[src/rtl/core_pkg.sv]
// Shared core definitions: writeback FSM states and load funct3 encodings.
package core_pkg;

  typedef enum logic [1:0] {
    IDLE       = 2'd0,
    WAIT_MEM   = 2'd1,
    WRITE_LOAD = 2'd2
  } wb_state_t;

  localparam logic [2:0] F3_LB  = 3'b000;
  localparam logic [2:0] F3_LH  = 3'b001;
  localparam logic [2:0] F3_LW  = 3'b010;
  localparam logic [2:0] F3_LBU = 3'b100;
  localparam logic [2:0] F3_LHU = 3'b101;

  localparam logic [4:0] REG_X0 = 5'd0;

  function automatic logic [31:0] sext8(input logic [7:0] b);
    return {{24{b[7]}}, b};
  endfunction

  function automatic logic [31:0] sext16(input logic [15:0] h);
    return {{16{h[15]}}, h};
  endfunction

endpackage

[src/rtl/load_aligner.sv]
// Selects the addressed byte/halfword of a memory word and extends it per load funct3.
module load_aligner
  import core_pkg::*;
(
  input  logic [2:0]  funct3,
  input  logic [1:0]  addr_lo,
  input  logic [31:0] rdata,
  output logic [31:0] result
);

  logic [7:0]  byte_sel;
  logic [15:0] half_sel;

  always_comb begin
    byte_sel = rdata[7:0];
    case (addr_lo)
      2'd0: byte_sel = rdata[7:0];
      2'd1: byte_sel = rdata[15:8];
      2'd2: byte_sel = rdata[23:16];
      2'd3: byte_sel = rdata[31:24];
      default: byte_sel = rdata[7:0];
    endcase
    half_sel = addr_lo[1] ? rdata[31:16] : rdata[15:0];
  end

  always_comb begin
    result = rdata;
    case (funct3)
      F3_LB:   result = sext8(byte_sel);
      F3_LH:   result = sext16(half_sel);
      F3_LBU:  result = {24'd0, byte_sel};
      F3_LHU:  result = {16'd0, half_sel};
      default: result = rdata;
    endcase
  end

endmodule

[src/rtl/writeback_unit.sv]
// Writeback stage: merges ALU results and one outstanding load onto the register file
// write port, with a one-entry load scoreboard driving the issue stall.
module writeback_unit
  import core_pkg::*;
#(
  parameter int unsigned XLEN = 32
) (
  input  logic            clock,
  input  logic            reset,
  input  logic            alu_valid,
  input  logic [4:0]      alu_rd,
  input  logic [XLEN-1:0] alu_result,
  input  logic            load_req_valid,
  output logic            load_req_ready,
  input  logic [4:0]      load_rd,
  input  logic [2:0]      load_funct3,
  input  logic [1:0]      load_addr_lo,
  input  logic            mem_rvalid,
  input  logic [XLEN-1:0] mem_rdata,
  output logic [4:0]      rd,
  output logic [XLEN-1:0] regWriteData,
  output logic            reg_WE_L,
  output logic [2:0]      funct3,
  input  logic [4:0]      rs1,
  input  logic [4:0]      rs2,
  output logic            hazard_stall
);

  wb_state_t state_q, state_d;

  logic            busy_q, busy_d;
  logic [4:0]      busy_rd_q, busy_rd_d;
  logic [4:0]      ld_rd_q, ld_rd_d;
  logic [2:0]      ld_f3_q, ld_f3_d;
  logic [1:0]      ld_addr_q, ld_addr_d;
  logic [XLEN-1:0] ld_data_q, ld_data_d;
  logic            ld_pulse_q, ld_pulse_d;

  logic [4:0]      rd_q, rd_d;
  logic [XLEN-1:0] wdata_q, wdata_d;
  logic            we_l_q, we_l_d;
  logic [2:0]      f3_q, f3_d;

  logic            load_issue;
  logic [XLEN-1:0] aligned;

  load_aligner u_load_aligner (
    .funct3  (ld_f3_q),
    .addr_lo (ld_addr_q),
    .rdata   (mem_rdata),
    .result  (aligned)
  );

  always_comb begin
    state_d    = state_q;
    ld_rd_d    = ld_rd_q;
    ld_f3_d    = ld_f3_q;
    ld_addr_d  = ld_addr_q;
    ld_data_d  = ld_data_q;
    load_issue = 1'b0;

    case (state_q)
      IDLE: begin
        if (load_req_valid) begin
          ld_rd_d   = load_rd;
          ld_f3_d   = load_funct3;
          ld_addr_d = load_addr_lo;
          state_d   = WAIT_MEM;
        end
      end
      WAIT_MEM: begin
        if (mem_rvalid) begin
          ld_data_d = aligned;
          state_d   = WRITE_LOAD;
        end
      end
      WRITE_LOAD: begin
        // Any ALU cycle, even one targeting x0, holds the buffered load back.
        if (!alu_valid) begin
          load_issue = 1'b1;
          state_d    = IDLE;
        end
      end
      default: state_d = IDLE;
    endcase
  end

  // Busy is released by the registered load pulse so the pulse cycle itself still stalls;
  // a new acceptance on that same edge re-arms the scoreboard.
  always_comb begin
    busy_d    = busy_q;
    busy_rd_d = busy_rd_q;
    if (ld_pulse_q) begin
      busy_d = 1'b0;
    end
    if (state_q == IDLE && load_req_valid) begin
      busy_d    = (load_rd != REG_X0);
      busy_rd_d = load_rd;
    end
  end

  always_comb begin
    rd_d       = rd_q;
    wdata_d    = wdata_q;
    f3_d       = f3_q;
    we_l_d     = 1'b1;
    ld_pulse_d = 1'b0;
    if (alu_valid) begin
      if (alu_rd != REG_X0) begin
        rd_d    = alu_rd;
        wdata_d = alu_result;
        f3_d    = F3_LW;
        we_l_d  = 1'b0;
      end
    end else if (load_issue && ld_rd_q != REG_X0) begin
      rd_d       = ld_rd_q;
      wdata_d    = ld_data_q;
      f3_d       = ld_f3_q;
      we_l_d     = 1'b0;
      ld_pulse_d = 1'b1;
    end
  end

  always_ff @(posedge clock) begin
    if (!reset) begin
      state_q    <= IDLE;
      busy_q     <= 1'b0;
      busy_rd_q  <= '0;
      ld_rd_q    <= '0;
      ld_f3_q    <= '0;
      ld_addr_q  <= '0;
      ld_data_q  <= '0;
      ld_pulse_q <= 1'b0;
      rd_q       <= '0;
      wdata_q    <= '0;
      we_l_q     <= 1'b1;
      f3_q       <= '0;
    end else begin
      state_q    <= state_d;
      busy_q     <= busy_d;
      busy_rd_q  <= busy_rd_d;
      ld_rd_q    <= ld_rd_d;
      ld_f3_q    <= ld_f3_d;
      ld_addr_q  <= ld_addr_d;
      ld_data_q  <= ld_data_d;
      ld_pulse_q <= ld_pulse_d;
      rd_q       <= rd_d;
      wdata_q    <= wdata_d;
      we_l_q     <= we_l_d;
      f3_q       <= f3_d;
    end
  end

  assign load_req_ready = (state_q == IDLE);
  assign rd             = rd_q;
  assign regWriteData   = wdata_q;
  assign reg_WE_L       = we_l_q;
  assign funct3         = f3_q;

  assign hazard_stall = busy_q && (busy_rd_q != REG_X0) &&
                        ((rs1 == busy_rd_q) || (rs2 == busy_rd_q) ||
                         (alu_valid && (alu_rd == busy_rd_q)));

endmodule

[config.mk]
export PLATFORM = sky130hd
export DESIGN_NAME = writeback_unit
export DESIGN_NICKNAME = d
export VERILOG_FILES = /design/src/rtl/core_pkg.sv /design/src/rtl/load_aligner.sv /design/src/rtl/writeback_unit.sv
export SDC_FILE = /design/constraint.sdc
export NUM_CORES = 1
export LEC_CHECK = 0
export BUFFER_PORTS_ARGS = -buffer_cell sky130_fd_sc_hd__clkbuf_2
export CAP_MARGIN = 20
export CORE_MARGIN = 3
export CORE_UTILIZATION = 52
export CTS_CLUSTER_SIZE = 20
export DETAILED_ROUTE_END_ITERATION = 6
export PLACE_DENSITY = 0.77
export SLEW_MARGIN = 20
export SYNTH_ARGS = -nofsm -noshare
export SYNTH_HDL_FRONTEND = slang
export SYNTH_HIERARCHICAL = 1
export SYNTH_SLANG_ARGS = --single-unit
export TNS_END_PERCENT = 20
[constraint.sdc]
create_clock -name clock -period 1.95 [get_ports clock]
set_input_delay 0.0975 -clock clock [delete_from_list [all_inputs] [get_ports clock]]
set_output_delay 0.0975 -clock clock [all_outputs]
set_load 0.01 [all_outputs]
==> Flow_metrics.wiki, run 1 <==
{| class="wikitable"
! Metric !! Value
|-
| Result of the run || completed
|-
| Distinct cell type count of the synthesized netlist || 43
|-
| Maximum vdd drop || 0.4368 mV
|-
| Count of nets left with antenna violations after detail routing || 0
|-
| Pin count of the biggest net entering global routing || 73
|-
| Adder-cell area share of the yosys netlist || 0%
|-
| Cell leakage power || 2.338 nW
|-
| Die footprint || 0.009661 sq mm
|-
| Area share of the leading cell type in the synthesized netlist || roughly two fifths
|-
| Total number of placement rows || 33
|-
| Via count of the first global-routing pass || 4177
|-
| Clk_lat worst skew || between 0.3 and 0.4 ns
|-
| Cells on worst reg2reg path || 6
|-
| Most common cell in the netlist || sky130_fd_sc_hd__nand2_1
|-
| Total half-perimeter wirelength after legalization and detailed placement || 8890 um
|-
| Nets in the synthesized netlist || 625
|-
| Post-Synthesis Cells || 531
|-
| Largest clock skew in the final design || 0.01258 ns
|-
| Portion of the post-synthesis area used by sequential elements || 39.32%
|-
| Simple logic cell fraction of the synthesized area || 21.36%
|-
| Diode count || 0
|-
| Count of flip-flops with a built-in enable after synthesis || 0
|-
| F_max || 554.7 MHz
|-
| Area delta synth->final || 22.94%
|-
| Multi-input gate area in the final layout || 0.002424 sq mm
|-
| Max capacitance violation total || 0
|-
| Share of the synthesized area in compound gates (AO/OA/AOI/OAI) || 19.18%
|-
| Synthesis-stage register bit count || 87
|-
| Xor-xnor portion of the synthesized cell area || 2.966%
|-
| Proportion of layout cells with a drive suffix above 1 || 31.58%
|-
| Number of levels in the clock H-tree || 3
|-
| Count of port buffers added during placement || 136
|-
| Top_reg_cell synth || sky130_fd_sc_hd__dfxtp_1
|-
| Wire length of the first global-routing pass || 20420 um
|-
| Required @ worst endpoint || 1.85 ns
|-
| Starting utilization of the core area || 53.64%
|-
| Placed standard-cell area || 0.005159 sq mm
|-
| Root Buffer Master || sky130_fd_sc_hd__clkbuf_8
|-
| Number of buffers on the longest clock path || 2
|-
| Hold path startpoint || load_req_valid
|-
| Number of stages on the worst hold path || 3
|-
| Critical R2R Launch || ld_addr_q[1]
|-
| Io pins || 137
|-
| Number of DRC violations after detailed-routing iteration 0 || ~260
|-
| Crit-path max FO || 5
|-
| Final hold violation count || 0
|-
| Final period demand of the worst path || 1.803 ns
|-
| CTS buffer count || 9
|-
| Worst path arrival time || roughly 1.7 ns
|-
| Final TNS setup || 0 ns
|-
| TritonCTS clock tree || done
|-
| Async set-or-reset flop fraction in the synthesized netlist || 0%
|-
| Register-to-register path setup slack || 0.18 ns
|-
| Final count of negative-setup-slack endpoints || 0
|-
| Final number of max-transition violations || 0
|-
| Number of vias per cell after detailed routing || around 5.6
|-
| Area of the core || 0.008258 sq mm
|-
| Power per unit of standard cell area || 731.2 mW/mm^2
|-
| Top post-synthesis cells by count || sky130_fd_sc_hd__nand2_1 (137), sky130_fd_sc_hd__dfxtp_1 (87), sky130_fd_sc_hd__a21oi_1 (46), sky130_fd_sc_hd__mux2i_1 (38), sky130_fd_sc_hd__nor3_1 (31)
|-
| Post-route DRC || 0
|-
| Multiplexer share of the synthesized area || 10.88%
|-
| YS warnings || 6
|-
| First-pass DRT Iterations || 6
|-
| Worst R2R End || ld_data_q[30]
|-
| Chip Width || slightly below 100 um
|-
| Detailed-route wire length per cell || 15.92 um
|-
| Clock transition at the registers of the reported paths || roughly 0.080 ns
|-
| Area occupied by registers || about 0.0017 sq mm
|-
| Layout fillers || 735
|-
| Dominant cells by area after synthesis || sky130_fd_sc_hd__dfxtp_1 (39%), sky130_fd_sc_hd__nand2_1 (12%), sky130_fd_sc_hd__mux2i_1 (8.6%)
|-
| Top cell type by total area after synthesis || sky130_fd_sc_hd__dfxtp_1
|-
| RSZ-0062 raised after global routing || no
|-
| Number of buffers inserted by post-CTS setup repair || 0
|-
| Main combinational cell family by area after synthesis || simple AND/OR/NAND/NOR gates
|-
| Rel. slew slack || between 50% and 60%
|-
| Number of antenna violations at the first check in global routing || 0
|-
| Placer congestion estimate || 0.9802
|-
| CP Class || flop to output pin
|-
| Sum of overflow across all layers after global routing || 0
|-
| Element type at the critical path start || flop
|-
| Category of the worst setup path capture point || output pin
|-
| Transition at the pin with the smallest max-transition slack || approximately 0.63 ns
|-
| Overall die height || 98.29 um
|-
| Net count, final || 754
|-
| Final Routed Wirelength || 12260 um
|-
| Worst Hold Endpoint || state_q[0]
|-
| Final cycle utilization of the critical path || 92.45%
|-
| Count of vias placed by the detailed router || between 4000 and 5000
|-
| Sink Count || between 80 and 90
|-
| Post-route cell area || 0.005445 sq mm
|-
| Global router's overall resource usage || between 20 and 30%
|-
| Path type of the worst min-delay path || input pin to flop
|-
| WHS || 0.03352 ns
|-
| Average size of a mapped cell || about 8.3 sq um
|-
| Post-synthesis instance area || roughly 0.0044 sq mm
|}
## final cells by class
class / instances / share of cell area (%)
multi-input combinational: 391 / 44.51
sequential: 87 / 32.03
timing repair buffer: 168 / 17.65
tap: 105 / 2.413
clock buffer: 10 / 2.344
clock inverter: 6 / 0.8502
inverter: 3 / 0.2068
## timing repair
item,in CTS,in global routing
endpoints found under the hold margin,12,0
hold buffers,11,0
resized for setup,0,2
endpoints found under the setup margin,0,1
## sequential cells by signal, summed over array words and instances (netlist names)
register	flops
state_q	2
ld_f3_q	3
rd	5
ld_data_q	32
ld_addr_q	2
regWriteData	32
ld_pulse_q	1
reg_WE_L	1
busy_rd_q	5
busy_q	1
funct3	3
## worst max-delay path: stages (launching register included)
cell and delay, ns:
sky130_fd_sc_hd__dfxtp_1 0.32, sky130_fd_sc_hd__buf_4 0.16, sky130_fd_sc_hd__xor2_1 0.16, sky130_fd_sc_hd__nor4_1 0.26, sky130_fd_sc_hd__nand3_1 0.12, sky130_fd_sc_hd__a31oi_1 0.19
sky130_fd_sc_hd__clkbuf_2 0.15
## per-layer routing
metal	GRT usage, %	up-vias	part of all wire (%)
met5	0	-	0
met4	8.298	0	1.8
met3	5.214	23	7.1
met2	41.24	158	47
met1	34.59	1990	44
li1	-	2118	-
## power by group
part	internal (mW)	switching [mW]
clock network	0.467	0.671
logic	0.386	0.492
registers	1.89	0.0774
total	2.74	1.24
## stage by stage
stage | instances | utilization, % | setup slack [ns] | total power, mW
after floorplan | 531 | - | 0.2299 | 2.556
after global placement | 743 | 62.47 | 0.2604 | 2.834
after detailed placement | 743 | 62.47 | 0.1824 | 2.858
after CTS | 770 | 65.91 | 0.08391 | 4.013
after global routing | 770 | 65.94 | 0.005425 | 4.196
final | 770 | 65.94 | 0.1473 | 3.982
## kinds of logic after synthesis
kind of cell,Yosys count
simple gates,207
flops,87
compound gates,123
mux,46
xor+xnor,15
buf+inv,53
## cells in the final DEF (no fill, tap or decap), types with 2 or more instances in the layout
master                          synthesis  final
sky130_fd_sc_hd__nor3_2                 9      9
sky130_fd_sc_hd__nand3b_1               4      4
sky130_fd_sc_hd__a22oi_1               13     13
sky130_fd_sc_hd__nor2b_1                2      2
sky130_fd_sc_hd__nor2_1                 8      7
sky130_fd_sc_hd__nand3_1                7      7
sky130_fd_sc_hd__a22o_1                 7      7
sky130_fd_sc_hd__dfxtp_2                0      2
sky130_fd_sc_hd__clkbuf_8               0      9
sky130_fd_sc_hd__a211oi_1              29     28
sky130_fd_sc_hd__dfxtp_1               87     85
sky130_fd_sc_hd__xor2_1                10     10
sky130_fd_sc_hd__a21oi_1               46     46
sky130_fd_sc_hd__o21ai_0               10     10
sky130_fd_sc_hd__xnor2_1                5      5
sky130_fd_sc_hd__inv_1                  3      2
sky130_fd_sc_hd__nor3_1                31     31
sky130_fd_sc_hd__mux2i_1               38     38
sky130_fd_sc_hd__clkbuf_2               0    136
sky130_fd_sc_hd__a211oi_2               9      9
sky130_fd_sc_hd__nand2_1              137    137
sky130_fd_sc_hd__buf_4                  1     20
sky130_fd_sc_hd__clkinvlp_4             0      5
sky130_fd_sc_hd__mux2_2                 7      7
sky130_fd_sc_hd__dlygate4sd3_1          0     11
## worst max path at each step
stage               endpoint  slack [ns]    startpoint
6_report        hazard_stall        0.15  busy_rd_q[4]
5_1_grt         hazard_stall       0.005  busy_rd_q[4]
4_1_cts         hazard_stall        0.08  busy_rd_q[1]
3_5_place_dp   ld_data_q[30]        0.18  ld_addr_q[1]
3_3_place_gp   ld_data_q[19]        0.26  ld_addr_q[1]
2_1_floorplan  ld_data_q[15]        0.23  ld_addr_q[1]
No activity file was read; power rests on OpenSTA's default activity.
==> inputs of run 2 (changes only) <==
CORE_UTILIZATION = 30   (was 52)
HOLD_SLACK_MARGIN = 0.02   (was unset)
PLACE_DENSITY = 0.48   (was 0.77)
SYNTH_HIERARCHICAL = unset   (was 1)
==> run 2 against run 1 <==
Via count is 5.2% lower. Clock skew decreased by 0.0055 ns. Critical path depth stayed put. Wire length up 9.7%. Hold slack better by 0.0019 ns. Non-clock buffer count down 3. Highest routed layer unchanged.
==> Flow_metrics.wiki, run 2 <==
{| class="wikitable"
! Metric !! Value
|-
| Result of the run || completed
|-
| Average size of a mapped cell || 9.006 sq um (+8.0%)
|-
| Distinct cell type count of the synthesized netlist || 43 (unchanged)
|-
| Path type of the worst min-delay path || input pin to flop
|-
| TritonCTS clock tree || done
|-
| Final Routed Wirelength || 13450 um (+9.7%)
|-
| Most frequent cells in the layout || sky130_fd_sc_hd__clkbuf_2 (136), sky130_fd_sc_hd__dfxtp_1 (87), sky130_fd_sc_hd__mux2i_1 (55)
|-
| Required @ worst endpoint || 1.85 ns (about the same)
|-
| Count of port buffers added during placement || 136 (unchanged)
|-
| Global router's overall resource usage || 17.09% (-8.6 points)
|-
| Number of DRC violations after detailed-routing iteration 0 || 146 (-43%)
|-
| Clk_lat worst skew || 0.34 ns (-0.02 ns)
|-
| Diode count || 0 (unchanged)
|-
| Synthesis-stage register bit count || 87 (unchanged)
|-
| Final hold violation count || 0 (unchanged)
|-
| Cell leakage power || 2.383 nW (+1.9%)
|-
| Sum of overflow across all layers after global routing || 0 (unchanged)
|-
| Final count of negative-setup-slack endpoints || 0 (unchanged)
|-
| Final number of max-transition violations || 0 (unchanged)
|-
| Async set-or-reset flop fraction in the synthesized netlist || 0% (unchanged)
|-
| Final cycle utilization of the critical path || 93.19% (+0.74 points)
|-
| Net count, final || 703 (-6.8%)
|-
| Post-synthesis instance area || 0.004332 sq mm (-2.2%)
|-
| Area delta synth->final || 28.77%
|-
| Final TNS setup || 0 ns (unchanged)
|-
| Chip Width || 126.2 um (+28%)
|-
| Transition at the pin with the smallest max-transition slack || 0.5883 ns (-0.04009 ns)
|-
| CTS buffer count || 9 (unchanged)
|-
| Nets in the synthesized netlist || 575 (-8.0%)
|-
| Overall die height || 126.2 um (+28%)
|-
| Crit-path max FO || 5 (unchanged)
|-
| Power per unit of standard cell area || 808.3 mW/mm^2 (+11%)
|-
| Detailed-route wire length per cell || 16.98 um (+6.7%)
|-
| Max capacitance violation total || 0 (unchanged)
|-
| Category of the worst setup path capture point || output pin
|-
| Io pins || 137 (unchanged)
|-
| Number of buffers inserted by post-CTS setup repair || 0 (unchanged)
|-
| Maximum vdd drop || 0.3957 mV (-9.4%)
|-
| Most common library cell in the layout ignoring fill and taps || sky130_fd_sc_hd__clkbuf_2
|-
| Starting utilization of the core area || 30.97% (-23 points)
|-
| Count of nets left with antenna violations after detail routing || 0 (unchanged)
|-
| Top post-synthesis cells by count || sky130_fd_sc_hd__dfxtp_1 (87), sky130_fd_sc_hd__mux2i_1 (55), sky130_fd_sc_hd__nand2_1 (53), sky130_fd_sc_hd__a21oi_1 (46), sky130_fd_sc_hd__nor3_1 (39)
|-
| Wire length of the first global-routing pass || 21690 um (+6.2%)
|-
| Post-Synthesis Cells || 481 (-9.4%)
|-
| Number of levels in the clock H-tree || 3 (unchanged)
|-
| CP Class || flop to output pin
|-
| Portion of the post-synthesis area used by sequential elements || 40.21% (+0.89 points)
|-
| Number of antenna violations at the first check in global routing || 0 (unchanged)
|-
| Largest clock skew in the final design || 0.007033 ns (-0.005543 ns)
|-
| Placer congestion estimate || 0.8871 (-9.5%)
|-
| Proportion of layout cells with a drive suffix above 1 || 30.72% (-0.86 points)
|-
| Area of the core || 0.01399 sq mm (+69%)
|-
| Post-route cell area || 0.005578 sq mm (+2.4%)
|-
| Die footprint || 0.01592 sq mm (+65%)
|-
| Total number of placement rows || 43 (+30%)
|-
| Most common cell in the netlist || sky130_fd_sc_hd__dfxtp_1
|-
| Number of cells in the design after placement || 767 (+3.2%)
|-
| Top_reg_cell synth || sky130_fd_sc_hd__dfxtp_1
|-
| Root Buffer Master || sky130_fd_sc_hd__clkbuf_16
|-
| Element type at the critical path start || flop
|-
| Post-route DRC || 0 (unchanged)
|-
| Final period demand of the worst path || 1.817 ns (+0.01448 ns)
|-
| Pin count of the biggest net entering global routing || 40 (-45%)
|-
| Count of vias placed by the detailed router || 4064 (-5.2%)
|-
| Sink Count || 87 (unchanged)
|-
| Total half-perimeter wirelength after legalization and detailed placement || 9873 um (+11%)
|-
| YS warnings || 0 (-6)
|-
| Rel. slew slack || 60.78% (+2.7 points)
|-
| Number of buffers on the longest clock path || 2 (unchanged)
|-
| Count of flip-flops with a built-in enable after synthesis || 0 (unchanged)
|-
| Via count of the first global-routing pass || 4146 (-0.74%)
|-
| Layout fillers || 1475 (+100%)
|-
| First-pass DRT Iterations || 4 (-2)
|-
| RSZ-0062 raised after global routing || no
|-
| F_max || 550.3 MHz (-0.80%)
|-
| Dominant cells by area after synthesis || sky130_fd_sc_hd__dfxtp_1 (40%), sky130_fd_sc_hd__mux2i_1 (13%), sky130_fd_sc_hd__a21oi_1 (5.3%)
|-
| Gates resized, CTS repair || 0 (unchanged)
|-
| WHS || 0.03545 ns (+0.001930 ns)
|-
| Clock transition at the registers of the reported paths || 0.06 ns (-0.02 ns)
|-
| Area share of the leading cell type in the synthesized netlist || 40.21% (+0.89 points)
|-
| Worst path arrival time || 1.72 ns (about the same)
|-
| Number of vias per cell after detailed routing || 5.131 (-7.9%)
|-
| Placed standard-cell area || 0.005181 sq mm (+0.44%)
|-
| Top cell type by total area after synthesis || sky130_fd_sc_hd__dfxtp_1
|-
| Final standard cell count with taps included and fillers excluded || 792 (+2.9%)
|}
-- run 2: changes by cell type in the layout (fill, tap and decap cells not counted), sizes merged, moves of 6 or more --
| cell | delta |
|---|---|
| nand2 | -84 |
| a221o | +7 |
| o22ai | +7 |
| mux2 | -7 |
| o21ai | +8 |
| mux2i | +17 |
| a22oi | -13 |
| a22o | -7 |
| o221ai | +6 |
-- run 2: final timing paths --
path	from	to	slack, ns	cells past startpoint
min reg2reg	ld_data_q[12]	ld_data_q[12]	0.46	2
min	mem_rdata[20]	ld_data_q[20]	0.04	3
max reg2reg	ld_addr_q[1]	ld_data_q[29]	0.26	6
max	busy_rd_q[1]	hazard_stall	0.13	6
-- run 2: area by class of cell --
class | instances | area, sq um | share of cell area [%]
Tap cell | 180 | 225.2 | 4.038
Inverter | 9 | 33.78 | 0.6057
Clock inverter | 4 | 47.55 | 0.8524
Clock buffer | 10 | 239.0 | 4.284
Multi-Input combinational cell | 337 | 2315 | 41.50
Sequential cell | 87 | 1742 | 31.22
Timing Repair Buffer | 165 | 975.9 | 17.50
-- run 2: timing repair --
item	CTS	global route
hold endpoints to repair	11	0
setup endpoints to repair	0	0
hold buffers	11	0
-- run 2: routing by layer --
| layer | track usage, % | vias to the layer above | share of wire (%) |
|---|---|---|---|
| met5 | 0 | - | 0 |
| li1 | - | 2003 | - |
| met1 | 22.58 | 1913 | 45 |
| met4 | 5.426 | 0 | 2.2 |
| met3 | 3.774 | 22 | 5.4 |
| met2 | 27.86 | 126 | 47 |
-- run 2: report_power, final --
part | total [mW] | switching [mW] | internal, mW
combinational | 0.831 | 0.458 | 0.372
clock | 1.70 | 0.691 | 1.01
sequential | 1.98 | 0.0761 | 1.90
-- run 2: cell families (layout without fill, tap and decap cells) --
logic type	Yosys count	count (layout)	share of synthesized area, %
AO/OA/AOI/OAI	135	135	22.30
XOR/XNOR	15	15	3.033
buffers and inverters	57	188	6.528
flip-flops	87	87	40.21
multiplexers	56	56	13.23
AND/OR/NAND/NOR	131	131	14.70
-- run 2: metrics by stage --
stage | power (mW) | setup WS, ns | util (%)
3_3_place_gp | 2.826 | 0.3383 | 37.04
5_1_grt | 4.743 | 0.01895 | 39.87
3_5_place_dp | 2.838 | 0.2712 | 37.04
4_1_cts | 4.571 | 0.1035 | 39.87
2_1_floorplan | 2.514 | 0.3871 | -
6_report | 4.509 | 0.1328 | 39.87
-- run 2: critical path, stage by stage, from the launching register on --
cell and delay, ns:
sky130_fd_sc_hd__dfxtp_1 0.32, sky130_fd_sc_hd__buf_4 0.16, sky130_fd_sc_hd__xor2_1 0.16, sky130_fd_sc_hd__nor4_1 0.28
sky130_fd_sc_hd__nand3_1 0.12, sky130_fd_sc_hd__a31oi_1 0.19, sky130_fd_sc_hd__clkbuf_2 0.16
